===== config.mk =====
export PLATFORM = sky130hd
export DESIGN_NAME = led_fade_sequencer_flat
export DESIGN_NICKNAME = d
export VERILOG_FILES = /design/src/rtl/led_pkg.sv /design/src/rtl/led_fade_sequencer_if.sv /design/src/rtl/led_tick_gen.sv /design/src/rtl/led_fade_sequencer.sv /design/src/flat_wrapper.sv
export SDC_FILE = /design/constraint.sdc
export NUM_CORES = 2
export LEC_CHECK = 0
export CORE_MARGIN = 8
export CORE_UTILIZATION = 45
export DETAILED_ROUTE_END_ITERATION = 10
export GPL_TIMING_DRIVEN = 0
export PLACE_DENSITY = 0.67
export SLEW_MARGIN = 20
export SYNTH_ARGS = -nofsm -noshare
export SYNTH_HDL_FRONTEND = slang
export SYNTH_SLANG_ARGS = --single-unit

===== constraint.sdc =====
create_clock -name clk -period 39.8 [get_ports clk]
set_clock_uncertainty 0.15 [all_clocks]
set_input_delay 3.98 -clock clk [delete_from_list [all_inputs] [get_ports clk]]
set_output_delay 3.98 -clock clk [all_outputs]
set_load 0.03 [all_outputs]

===== src/rtl/led_pkg.sv =====
// led_pkg: keyframe and state types, tick defaults and the per-channel
// linear interpolation shared by the LED fade sequencer.
package led_pkg;

    localparam int CLK_FREQ_DEFAULT = 12_000_000;
    localparam int TICK_HZ_DEFAULT  = 1000;

    typedef struct packed {
        logic [7:0] red;
        logic [7:0] green;
        logic [7:0] blue;
        logic [7:0] fade;
        logic [7:0] hold;
    } keyframe_t;

    typedef enum logic [1:0] {IDLE, LOAD, FADE, HOLD} state_e;

    // start + (target - start) * step / fade, signed division truncates toward zero
    function automatic logic [7:0] interp(input logic [7:0] s, input logic [7:0] t,
                                          input logic [7:0] step, input logic [7:0] fade);
        logic signed [8:0]  d;
        logic signed [16:0] p;
        d = $signed({1'b0, t}) - $signed({1'b0, s});
        p = 17'(d) * 17'($signed({1'b0, step}));
        return 8'(17'($signed({1'b0, s})) + p / 17'($signed({1'b0, fade})));
    endfunction

endpackage


===== src/rtl/led_fade_sequencer_if.sv =====
// led_fade_sequencer_if: keyframe write port, sequence control and the
// three duty-cycle outputs; master drives, slave is the sequencer.
interface led_fade_sequencer_if #(parameter int DEPTH = 8);

    localparam int AW = $clog2(DEPTH);

    logic          wr_valid;
    logic          wr_ready;
    logic [AW-1:0] wr_addr;
    logic [7:0]    wr_red;
    logic [7:0]    wr_green;
    logic [7:0]    wr_blue;
    logic [7:0]    wr_fade;
    logic [7:0]    wr_hold;
    logic [AW:0]   count;
    logic          loop;
    logic          start;
    logic          stop;
    logic          busy;
    logic [AW-1:0] cur_index;
    logic          seq_done;
    logic [7:0]    red_duty;
    logic [7:0]    green_duty;
    logic [7:0]    blue_duty;

    modport master (
        output wr_valid, wr_addr, wr_red, wr_green, wr_blue, wr_fade, wr_hold,
               count, loop, start, stop,
        input  wr_ready, busy, cur_index, seq_done, red_duty, green_duty, blue_duty
    );

    modport slave (
        input  wr_valid, wr_addr, wr_red, wr_green, wr_blue, wr_fade, wr_hold,
               count, loop, start, stop,
        output wr_ready, busy, cur_index, seq_done, red_duty, green_duty, blue_duty
    );

endinterface


===== src/rtl/led_tick_gen.sv =====
// led_tick_gen: free-running modulo-CYCLES counter with a one-cycle tick
// on the last count and a synchronous clear.
module led_tick_gen #(
    parameter int CYCLES = 10
) (
    input  logic clk,
    input  logic rst,
    input  logic clr_i,
    output logic tick_o
);

    localparam int CW = $clog2(CYCLES);

    logic [CW-1:0] cnt_q, cnt_d;

    assign tick_o = cnt_q == CW'(CYCLES - 1);

    always_comb cnt_d = (clr_i || tick_o) ? '0 : cnt_q + 1'b1;

    always_ff @(posedge clk or posedge rst)
        if (rst) cnt_q <= '0;
        else     cnt_q <= cnt_d;

endmodule


===== src/rtl/led_fade_sequencer.sv =====
// led_fade_sequencer: steps through a table of RGB keyframes, fading linearly
// to each target on a slow tick, holding, then advancing or looping.
module led_fade_sequencer import led_pkg::*; #(
    parameter int CLK_FREQ = CLK_FREQ_DEFAULT,
    parameter int TICK_HZ  = TICK_HZ_DEFAULT,
    parameter int DEPTH    = 8
) (
    input logic clk,
    input logic rst,
    led_fade_sequencer_if.slave bus
);

    localparam int AW = $clog2(DEPTH);

    state_e          state_q;
    keyframe_t       tbl_q [DEPTH];
    keyframe_t       tgt_q;
    logic [AW-1:0]   idx_q;
    logic [AW:0]     cnt_q;
    logic [7:0]      step_q, hold_q, step_n, hold_n;
    logic [2:0][7:0] start_q, duty_q, tgt_rgb, lerp;
    logic            done_q, tick, last;

    // Clearing during LOAD puts the first FADE tick a full tick period later
    led_tick_gen #(.CYCLES(CLK_FREQ / TICK_HZ)) u_tick (
        .clk    (clk),
        .rst    (rst),
        .clr_i  (state_q == LOAD),
        .tick_o (tick)
    );

    assign tgt_rgb = {tgt_q.blue, tgt_q.green, tgt_q.red};
    assign step_n  = step_q + 1'b1;
    assign hold_n  = hold_q + 1'b1;
    assign last    = {1'b0, idx_q} + 1'b1 >= cnt_q;

    always_comb
        for (int c = 0; c < 3; c++) lerp[c] = interp(start_q[c], tgt_rgb[c], step_n, tgt_q.fade);

    always_ff @(posedge clk or posedge rst)
        if (rst) begin
            state_q <= IDLE;
            tbl_q   <= '{default: '0};
            tgt_q   <= '0;
            idx_q   <= '0;
            cnt_q   <= '0;
            step_q  <= '0;
            hold_q  <= '0;
            start_q <= '0;
            duty_q  <= '0;
            done_q  <= 1'b0;
        end else begin
            done_q <= 1'b0;
            if (state_q != IDLE && bus.stop) state_q <= IDLE;
            else case (state_q)
                IDLE: begin
                    if (bus.wr_valid)
                        tbl_q[bus.wr_addr] <= {bus.wr_red, bus.wr_green, bus.wr_blue, bus.wr_fade, bus.wr_hold};
                    if (bus.start && bus.count != '0) begin
                        state_q <= LOAD;
                        idx_q   <= '0;
                        cnt_q   <= bus.count;
                    end
                end
                LOAD: begin
                    start_q <= duty_q;
                    tgt_q   <= tbl_q[idx_q];
                    step_q  <= '0;
                    state_q <= FADE;
                end
                FADE:
                    if (tgt_q.fade == '0 || (tick && step_n == tgt_q.fade)) begin
                        duty_q  <= tgt_rgb;
                        hold_q  <= '0;
                        state_q <= HOLD;
                    end else if (tick) begin
                        duty_q <= lerp;
                        step_q <= step_n;
                    end
                HOLD:
                    if (tgt_q.hold == '0 || (tick && hold_n == tgt_q.hold)) begin
                        if (!last || bus.loop) begin
                            idx_q   <= last ? '0 : idx_q + 1'b1;
                            state_q <= LOAD;
                        end else begin
                            done_q  <= 1'b1;
                            state_q <= IDLE;
                        end
                    end else if (tick) hold_q <= hold_n;
            endcase
        end

    assign bus.wr_ready  = state_q == IDLE;
    assign bus.busy      = state_q != IDLE;
    assign bus.cur_index = idx_q;
    assign bus.seq_done  = done_q;
    assign {bus.blue_duty, bus.green_duty, bus.red_duty} = duty_q;

endmodule

===== src/flat_wrapper.sv =====
// flat-port wrapper written by rule: the top's interface ports become plain ports
module led_fade_sequencer_flat import led_pkg::*;
#(
    parameter int CLK_FREQ = CLK_FREQ_DEFAULT,
    parameter int TICK_HZ  = TICK_HZ_DEFAULT,
    parameter int DEPTH    = 8
)
  (clk, rst, bus_wr_valid, bus_wr_addr, bus_wr_red, bus_wr_green, bus_wr_blue, bus_wr_fade, bus_wr_hold, bus_count, bus_loop, bus_start, bus_stop, bus_wr_ready, bus_busy, bus_cur_index, bus_seq_done, bus_red_duty, bus_green_duty, bus_blue_duty);
  led_fade_sequencer_if #(.DEPTH(DEPTH)) bus_i ();
  input logic clk;
  input logic rst;
  input wire logic [$bits(bus_i.wr_valid)-1:0] bus_wr_valid;
  input wire logic [$bits(bus_i.wr_addr)-1:0] bus_wr_addr;
  input wire logic [$bits(bus_i.wr_red)-1:0] bus_wr_red;
  input wire logic [$bits(bus_i.wr_green)-1:0] bus_wr_green;
  input wire logic [$bits(bus_i.wr_blue)-1:0] bus_wr_blue;
  input wire logic [$bits(bus_i.wr_fade)-1:0] bus_wr_fade;
  input wire logic [$bits(bus_i.wr_hold)-1:0] bus_wr_hold;
  input wire logic [$bits(bus_i.count)-1:0] bus_count;
  input wire logic [$bits(bus_i.loop)-1:0] bus_loop;
  input wire logic [$bits(bus_i.start)-1:0] bus_start;
  input wire logic [$bits(bus_i.stop)-1:0] bus_stop;
  output wire logic [$bits(bus_i.wr_ready)-1:0] bus_wr_ready;
  output wire logic [$bits(bus_i.busy)-1:0] bus_busy;
  output wire logic [$bits(bus_i.cur_index)-1:0] bus_cur_index;
  output wire logic [$bits(bus_i.seq_done)-1:0] bus_seq_done;
  output wire logic [$bits(bus_i.red_duty)-1:0] bus_red_duty;
  output wire logic [$bits(bus_i.green_duty)-1:0] bus_green_duty;
  output wire logic [$bits(bus_i.blue_duty)-1:0] bus_blue_duty;
  assign bus_i.wr_valid = bus_wr_valid;
  assign bus_i.wr_addr = bus_wr_addr;
  assign bus_i.wr_red = bus_wr_red;
  assign bus_i.wr_green = bus_wr_green;
  assign bus_i.wr_blue = bus_wr_blue;
  assign bus_i.wr_fade = bus_wr_fade;
  assign bus_i.wr_hold = bus_wr_hold;
  assign bus_i.count = bus_count;
  assign bus_i.loop = bus_loop;
  assign bus_i.start = bus_start;
  assign bus_i.stop = bus_stop;
  assign bus_wr_ready = bus_i.wr_ready;
  assign bus_busy = bus_i.busy;
  assign bus_cur_index = bus_i.cur_index;
  assign bus_seq_done = bus_i.seq_done;
  assign bus_red_duty = bus_i.red_duty;
  assign bus_green_duty = bus_i.green_duty;
  assign bus_blue_duty = bus_i.blue_duty;
  led_fade_sequencer #(.CLK_FREQ(CLK_FREQ), .TICK_HZ(TICK_HZ), .DEPTH(DEPTH)) u_core (.clk(clk), .rst(rst), .bus(bus_i));
endmodule

==> impl_metrics.json <==
{
  "worstSetupStartpointType": "flip-flop",
  "synth_top_cell_by_area": "dfrtp_1",
  "detail_route.iter0.violations": 2856,
  "violations": "negative setup slack",
  "path_max_fanout": 8,
  "worst_ep_arrival_time_ns": 40.59,
  "min_path_type": "flip-flop to flip-flop",
  "via_per_inst": 5.81,
  "nets": 6833,
  "final-setup-viol-count": 4,
  "synth_cell_type_count": 114,
  "worst_slack_ns": -0.517,
  "clockBufferDepth": 3,
  "antenna_found_initial": 8,
  "max_stage_delay_ns": 0.59,
  "grt_pass1_wl_mm": 228,
  "clock-sinks": 448,
  "ys_ff_latch": 448,
  "place.gp.congestion": 0.904,
  "syn-num-nets": 6265,
  "cp_common_cell": "o21a_1",
  "syn_area_per_cell_um2": 9.01,
  "dr.pass1.iters": 8,
  "core_area_um2": 110000,
  "die_area_um2": 122000,
  "slew_viol_final": 0,
  "dr_total_vias": 44400,
  "synthFlopType": "dfrtp_1",
  "criticalPathCategory": "flip-flop to flip-flop",
  "r2r_setup_slack_ns": -0.52,
  "maxCapViolCount": 0,
  "insertion_delay_ns": 0.58,
  "numCtsBuffers": 44,
  "netlist.area_leader.share": 0.225,
  "wirelength_mm": 145,
  "yosys.cell_count.top_type": "ha_1",
  "synth_edf_count": 0,
  "fin_crit_sh": 1.01,
  "clk_pin_slew_ns": 0.07,
  "dp_slack_ns": -7.93,
  "ys_top_cells_by_count": "ha_1 (493), nor2_1 (472), dfrtp_1 (448), inv_1 (440), nand2_1 (424)",
  "ctsHoldBuffers": 0,
  "syn_area_um2": 49900,
  "cp-end-kind": "flip-flop",
  "yosysWarnings": 0,
  "root_buffer": "clkbuf_16",
  "tightest_slew_ns": 1.14,
  "wl_per_cell_um": 19.0,
  "postRouteAntennaNets": 0,
  "hold_viol_final": 0,
  "required_ns": 40.07,
  "crit_slowest_cell": "or4_4",
  "rsz0062_at_grt": "true",
  "start_util": 0.452,
  "syn_to_final_growth_pct": 23.1,
  "slew_headroom": 0.233,
  "cts_tree": "built",
  "outcome": "complete, but fails checks",
  "h-tree-depth": 2,
  "port_buffers": 82,
  "ys_top_cells_by_area": "dfrtp_1 (22%), ha_1 (12%), mux2_2 (9.4%)",
  "async_reset_ff_frac": 1.00,
  "fp.dieH_um": 349,
  "overflow": 0,
  "dpl.hpwl_mm": 106,
  "rows": 122,
  "drc_errors": 0,
  "drive_gt1_frac": 0.273,
  "yosysSeqAreaShare": 0.225,
  "fmax_mhz": 24.8,
  "grt_max_degree": 99,
  "io_pins": 83,
  "die_x_um": 349,
  "grt_pass1_vias": 43700,
  "synth_cells": 5539,
  "grt_usage": 0.225,
  "finalWorstPathRequiredPeriod_ns": 40.32
}
-- through the flow --
stage	util	std cells	cell area (um2)	TNS, ns	hold slack (ns)
after detailed placement	0.480	7120	53000	-149.85	0.334
after global placement	0.477	7109	52700	-144.72	0.332
after CTS	0.529	7435	58400	-0.0213	0.342
after floorplan	-	5539	50000	-0.0468	0.305
after global routing	0.556	7630	61400	-30.01	0.355
final	0.556	7633	61400	-1.28	0.343
-- worst max-delay path, delay by kind of cell, from the launching register on --
| family | cells | cell delay [ns] |
|---|---|---|
| fa+ha+maj | 25 | 7.50 |
| compound gates | 114 | 20.92 |
| buf+inv | 16 | 1.91 |
| xor+xnor | 4 | 0.86 |
| simple gates | 46 | 6.79 |
| flops | 1 | 0.43 |
| mux | 6 | 1.58 |
-- flip-flops by register name, summed over array words and instances, names as in the netlist --
register	flops
u_core.bus.green_duty	8
u_core.tbl_q	320
u_core.bus.red_duty	8
u_core.bus.cur_index	3
u_core.tgt_q	40
u_core.hold_q	8
u_core.bus.blue_duty	8
u_core.start_q	24
u_core.u_tick.cnt_q	14
u_core.step_q	8
u_core.cnt_q	4
u_core.bus.seq_done	1
u_core.state_q	2
-- logic make-up after synthesis --
group	count (synthesis)	share of synthesized area
buffers and inverters	616	0.0471
AOI/OAI and AO/OA	1244	0.168
muxes	592	0.150
adders and majority gates	673	0.196
xor gates and xnor gates	289	0.0507
and+or+nand+nor	1677	0.164
DFF	448	0.225
-- cell type report --
class | instances | area (um2)
multi-input cells | 4476 | 39600
clock buffers | 58 | 1240
plain buffers | 161 | 955
well taps | 1488 | 1860
repair buffers | 533 | 4440
inverters | 443 | 1700
flip-flops and latches | 448 | 11200
diodes | 3 | 7.51
clock inverters | 23 | 319
fillers | 9445 | 49000
-- layout by cell type, fill, tap and decap left out, types with 172 or more instances in the layout --
master / count
fa_1: 172
nand2_1: 401
ha_1: 422
mux2_2: 411
nor3_1: 212
inv_1: 415
o21a_1: 194
nor2_1: 412
dfrtp_1: 443
buf_4: 430
o21ai_0: 199
-- path summary, 6_finish.rpt --
kind | startpoint | to | depth (start not counted)
max | u_core.start_q[17] | u_core.bus.blue_duty[7] | 211
min | u_core.u_tick.cnt_q[0] | u_core.u_tick.cnt_q[0] | 1
max reg2reg | u_core.start_q[17] | u_core.bus.blue_duty[7] | 211
min reg2reg | u_core.u_tick.cnt_q[0] | u_core.u_tick.cnt_q[0] | 1
max in group asynchronous | rst | u_core.start_q[1] | 4
min in group asynchronous | rst | u_core.tbl_q[202] | 2
-- repair_timing --
action / in CTS / in global routing
pin swaps: 189 / 286
cloned: 1 / 1
hold endpoints to repair: 0 / 0
gates resized for setup: 482 / 324
buffers inserted: 243 / 197
endpoints found under the setup margin: 24 / 24
-- metal layers --
metal,part of all wire,vias to the layer above,global-route usage
li1,-,21100,-
met1,0.43,21800,0.296
met2,0.47,1230,0.379
met3,0.058,283,0.0340
met4,0.038,6,0.0736
met5,0.00028,-,0
Power is not shown: default switching activity piles up to over one toggle a cycle in this logic, so the estimate is an artifact.
